$ cat src/rtl/ttl373_bus_arbiter.sv
// Round-robin sequencer for a bank of 74LS373-style latches sharing one 8-bit bus: LE pulse, OE_n settle, bus_valid, dead-time release.
// Optional VALID-state watchdog is enabled by defining TTL373_ARB_TIMEOUT_EN.
module ttl373_bus_arbiter #(
    parameter int NUM_SOURCES       = 4,
    parameter int LATCH_CYCLES      = 2,
    parameter int SETTLE_CYCLES     = 2,
    parameter int TURNAROUND_CYCLES = 1,
    parameter int TIMEOUT_CYCLES    = 16
) (
    input  logic                   clk,
    input  logic                   reset_n,
    input  logic [NUM_SOURCES-1:0] req,
    input  logic                   consumer_ready,
    output logic [NUM_SOURCES-1:0] le,
    output logic [NUM_SOURCES-1:0] oe_n,
    output logic [NUM_SOURCES-1:0] grant,
    output logic                   bus_valid,
    output logic [NUM_SOURCES-1:0] ack,
    output logic                   timeout
);
    localparam logic [2:0] S_IDLE    = 3'd0;
    localparam logic [2:0] S_LATCH   = 3'd1;
    localparam logic [2:0] S_DRIVE   = 3'd2;
    localparam logic [2:0] S_VALID   = 3'd3;
    localparam logic [2:0] S_RELEASE = 3'd4;

    localparam int PW    = (NUM_SOURCES > 1) ? $clog2(NUM_SOURCES) : 1;
    localparam int MAX_A = (LATCH_CYCLES > SETTLE_CYCLES) ? LATCH_CYCLES : SETTLE_CYCLES;
    localparam int MAX_B = (TURNAROUND_CYCLES > TIMEOUT_CYCLES) ? TURNAROUND_CYCLES : TIMEOUT_CYCLES;
    localparam int MAX_C = (MAX_A > MAX_B) ? MAX_A : MAX_B;
    localparam int CW    = $clog2(MAX_C) + 1;

    localparam logic [CW-1:0] LATCH_LAST  = CW'(LATCH_CYCLES - 1);
    localparam logic [CW-1:0] SETTLE_LAST = CW'(SETTLE_CYCLES - 1);
    localparam logic [CW-1:0] TURN_LAST   = CW'(TURNAROUND_CYCLES - 1);
`ifdef TTL373_ARB_TIMEOUT_EN
    localparam logic [CW-1:0] TIMEOUT_LAST = CW'(TIMEOUT_CYCLES - 1);
`endif

    logic [2:0]    state;
    logic [CW-1:0] cnt;
    logic [PW-1:0] rr_ptr;
    logic [PW-1:0] win;
    logic [PW-1:0] pick;
    logic [PW-1:0] idx;
    logic          found;
    logic [PW-1:0] rr_next;

    function automatic logic [NUM_SOURCES-1:0] onehot(input logic [PW-1:0] i);
        return {{(NUM_SOURCES-1){1'b0}}, 1'b1} << i;
    endfunction

    // First requester at or above the rr pointer, wrapping past the top index.
    always_comb begin
        pick  = rr_ptr;
        found = 1'b0;
        idx   = '0;
        for (int i = 0; i < NUM_SOURCES; i++) begin
            idx = PW'((int'(rr_ptr) + i) % NUM_SOURCES);
            if (!found && req[idx]) begin
                found = 1'b1;
                pick  = idx;
            end
        end
    end

    assign rr_next = (win == PW'(NUM_SOURCES - 1)) ? '0 : win + PW'(1);

    always_ff @(posedge clk) begin
        if (!reset_n) begin
            state     <= S_IDLE;
            cnt       <= '0;
            rr_ptr    <= '0;
            win       <= '0;
            le        <= '0;
            oe_n      <= '1;
            grant     <= '0;
            bus_valid <= 1'b0;
            ack       <= '0;
`ifdef TTL373_ARB_TIMEOUT_EN
            timeout   <= 1'b0;
`endif
        end else begin
            ack <= '0;
`ifdef TTL373_ARB_TIMEOUT_EN
            timeout <= 1'b0;
`endif
            case (state)
                S_IDLE: begin
                    if (found) begin
                        win   <= pick;
                        grant <= onehot(pick);
                        le    <= onehot(pick);
                        cnt   <= '0;
                        state <= S_LATCH;
                    end
                end
                S_LATCH: begin
                    // LE falls on the same edge OE_n falls, so the latch has already captured D.
                    if (cnt == LATCH_LAST) begin
                        le    <= '0;
                        oe_n  <= ~onehot(win);
                        cnt   <= '0;
                        state <= S_DRIVE;
                    end else begin
                        cnt <= cnt + CW'(1);
                    end
                end
                S_DRIVE: begin
                    if (cnt == SETTLE_LAST) begin
                        bus_valid <= 1'b1;
                        cnt       <= '0;
                        state     <= S_VALID;
                    end else begin
                        cnt <= cnt + CW'(1);
                    end
                end
                S_VALID: begin
                    if (consumer_ready) begin
                        oe_n      <= '1;
                        bus_valid <= 1'b0;
                        grant     <= '0;
                        ack       <= onehot(win);
                        rr_ptr    <= rr_next;
                        cnt       <= '0;
                        state     <= S_RELEASE;
                    end
`ifdef TTL373_ARB_TIMEOUT_EN
                    else if (cnt == TIMEOUT_LAST) begin
                        oe_n      <= '1;
                        bus_valid <= 1'b0;
                        grant     <= '0;
                        timeout   <= 1'b1;
                        rr_ptr    <= rr_next;
                        cnt       <= '0;
                        state     <= S_RELEASE;
                    end else begin
                        cnt <= cnt + CW'(1);
                    end
`endif
                end
                S_RELEASE: begin
                    if (cnt == TURN_LAST) begin
                        cnt   <= '0;
                        state <= S_IDLE;
                    end else begin
                        cnt <= cnt + CW'(1);
                    end
                end
                default: state <= S_IDLE;
            endcase
        end
    end

`ifndef TTL373_ARB_TIMEOUT_EN
    assign timeout = 1'b0;
`endif

endmodule

$ cat config.mk
export PLATFORM = sky130hd
export DESIGN_NAME = ttl373_bus_arbiter
export DESIGN_NICKNAME = d
export VERILOG_FILES = /design/src/rtl/ttl373_bus_arbiter.sv
export SDC_FILE = /design/constraint.sdc
export NUM_CORES = 1
export LEC_CHECK = 0
export ABC_AREA = 1
export BUFFER_PORTS_ARGS = -buffer_cell sky130_fd_sc_hd__buf_2
export CORE_MARGIN = 10
export CORE_UTILIZATION = 40
export DETAILED_ROUTE_END_ITERATION = 10
export GPL_TIMING_DRIVEN = 0
export PLACE_DENSITY = 0.65
export SYNTH_ARGS = -nofsm -noshare
export SYNTH_HDL_FRONTEND = slang
export SYNTH_SLANG_ARGS = --single-unit
$ cat constraint.sdc
create_clock -name clk -period 1.6 [get_ports clk]
set_input_delay 0.16 -clock clk [delete_from_list [all_inputs] [get_ports clk]]
set_output_delay 0.16 -clock clk [all_outputs]
set_load 0.005 [all_outputs]
==> run summary <==
status = finished with violations
failing checks = setup timing
RSZ-0062 raised after global routing = true
Clk pin slew, worst setup/hold paths = 60 ps
die area = 6901 um2
overall routing resource usage = 10.68%
Max-cap violations = 0
ys flop type = dfxtp_1
Final setup viols = 12
critical path class = register to register
Port Buf Inserts = 23
GR Overflow Total = 0
Sw Pwr = 1.383 mW
Setup crit start kind = register
top-count cell post-synth = nand2_1
Synth Area per Inst = 7.301 um2
Syn Inst Count = 218
Synth Cell Area = 1592 um2
Mapped Nets = 232
H-tree Lvls = 2
Seq/Total Area, Yosys = 36.48%
ys async rst share = 0%
vias in the first global route = 1413
most frequent cells after synthesis = nand2_1 (51), dfxtp_1 (29), inv_1 (23), nand3_1 (22), a21oi_1 (19)
CTS Sinks = 29
initial antenna violation count = 0
Sw Share = 44.07%
Via density = 4.892
Routed Antenna Nets = 0
Starting Density = 42.51%
Required @ worst endpoint = 1810 ps
drt pass-1 iters = 4
post-synth top area cell = dfxtp_1
CTS Hold Bufs = 0
CTS root buffer = clkbuf_8
clock buffer depth = 2
Max VDD drop = 897.8 uV
Highest Clock Rate = 0.5923 GHz
fin. max-slew vios = 0
RePlAce Congestion = 0.8422
Area growth syn-to-layout = 33.33%
DRT iter0 DRCs = 69
Gate power share = 48.8%
Ports = 25
PnR worst setup slack = -88.33 ps
Post-Route WL = 3797 um
worst-path maximum fanout = 6
sequential power share = 32.9%
hpwl dp = 2668 um
CTS tree = built
post-layout minimum cycle time = 1688 ps
core area = 3744 um2
Worst Hold Class = input pin to register
register bit total from synthesis = 29
Layout Nets = 270
Final Core Density = 56.68%
warnings from Yosys = 0
period utilization = 105.5%
n_diodes = 0
synth top area cells = dfxtp_1 (36%), nand2_1 (12%), nand3_1 (6.9%)
worst slack, placed = -108.8 ps
Distinct cells, synth = 31
EDFF count, synth = 0
via count = 1492
die height = 83.08 um
measured slew at the worst slew-check pin = 661.1 ps
Pleak = 0.9554 nW
hold_ws = 126.7 ps
pwr/cell area = 1479 nW/um2
Final Hold Fails = 0
Pint = 1.756 mW
clk_lat worst skew = 290 ps
crit end category = register
DR WL/cell = 12.45 um
clock power share = 18.4%
Critical Path AT = 1900 ps
share of layout cells above drive strength 1 = 44.36%
Slew HR = 55.92%
Die Wd = 83.08 um
row count = 22
first-pass GRT wire length = 6299 um
top cell type's share of synthesized area = 36.48%
Clock Skew = 5.531 ps
largest net degree at the start of global routing = 11
number of remaining DRC errors = 0
Num CTS Buffers = 5
kinds of logic (layout without fill, tap and decap cells):
kind of cell | Yosys count | after routing | share of synthesized area [%]
simple gates | 107 | 107 | 33.33
compound gates | 39 | 39 | 14.47
xor+xnor | 3 | 3 | 1.651
other cells | 1 | 1 | 0.2356
fa+ha+maj | 7 | 7 | 5.503
flops | 29 | 29 | 36.48
buf+inv | 32 | 71 | 8.333
metal layers:
metal / GRT usage (%) / part of all wire, %
met5: 0 / 0
met2: 15.43 / 44
met1: 13.29 / 49
met4: 3.077 / 1.1
met3: 5.664 / 6.3
cell type report:
type	instances	area [um2]
tap	48	60.06
timing repair buffer	31	172.7
buffer	4	26.28
multi-input combinational	157	1072
clock buffer	6	72.57
inverter	28	120.1
clock inverter	2	10.01
sequential	29	588.1
fill	380	1622
worst max-delay path, cell delays in order (launching register included):
cell and delay [ps]:
dfxtp_2 320, buf_2 150, nand2_1 90, nand3_2 100
nand2_4 90, inv_4 50, nor2_8 140, nand3_4 110
nand2_4 130, inv_6 60, nor2_4 130, nand2_1 80
a21oi_1 160
registers in the layout, indices dropped and copies added, names as in the netlist:
| name | count |
|---|---|
| grant | 4 |
| ack | 4 |
| rr_ptr | 2 |
| oe_n | 4 |
| bus_valid | 1 |
| win | 2 |
| state | 3 |
| cnt | 5 |
| le | 4 |
cell usage in the layout, fill, tap and decap left out, types with 2 or more instances in the layout:
master and count:
nand2_4 8, ha_1 7, buf_2 24, o21ai_0 7, nand2_2 22, dfxtp_1 25
dfxtp_2 3, buf_4 8, nand4_1 2, clkbuf_8 5, nand3_4 2, xor2_1 2
nor2_2 3, clkbuf_1 3, inv_1 22, o21ai_2 2, clkinv_2 2, a21oi_2 12
a21oi_1 12, a211oi_1 2, nand3_1 14, nand3_2 7, nand2_1 32, nor2_1 8
nor2_4 4, inv_2 3
stage by stage:
stage	power (mW)	area (um2)	cells	setup TNS, ps
6_report	3.139	2122	305	-409.5
5_1_grt	3.401	2122	305	-2174
4_1_cts	2.939	1987	304	-432.3
3_5_place_dp	2.216	1767	289	-1210
3_3_place_gp	2.201	1767	289	-990.0
2_1_floorplan	1.911	1592	218	0
what timing repair did:
item | CTS | global route
buffers inserted | 6 | 1
gates resized for setup | 27 | 38
pin swaps | 19 | 16
endpoints found under the setup margin | 20 | 25
cloned | 1 | 0
path summary, 6_finish.rpt:
check / start / endpoint / slack (ps) / depth (start not counted)
worst max-delay path: rr_ptr[0] / grant[0] / -90 / 12
worst min-delay path: reset_n / oe_n[2] / 130 / 2
worst max register to register: rr_ptr[0] / grant[0] / -90 / 12
worst min register to register: oe_n[3] / oe_n[3] / 460 / 2
power by group through the flow:
stage,registers (mW),clock network [mW],logic [mW]
final,1.03,0.576,1.53
after detailed placement,1.02,0,1.20
after CTS,1.01,0.592,1.34
after floorplan,1.01,0,0.903
after global routing,1.06,0.626,1.72
after global placement,1.02,0,1.19
(Power assumes the default switching activity.)
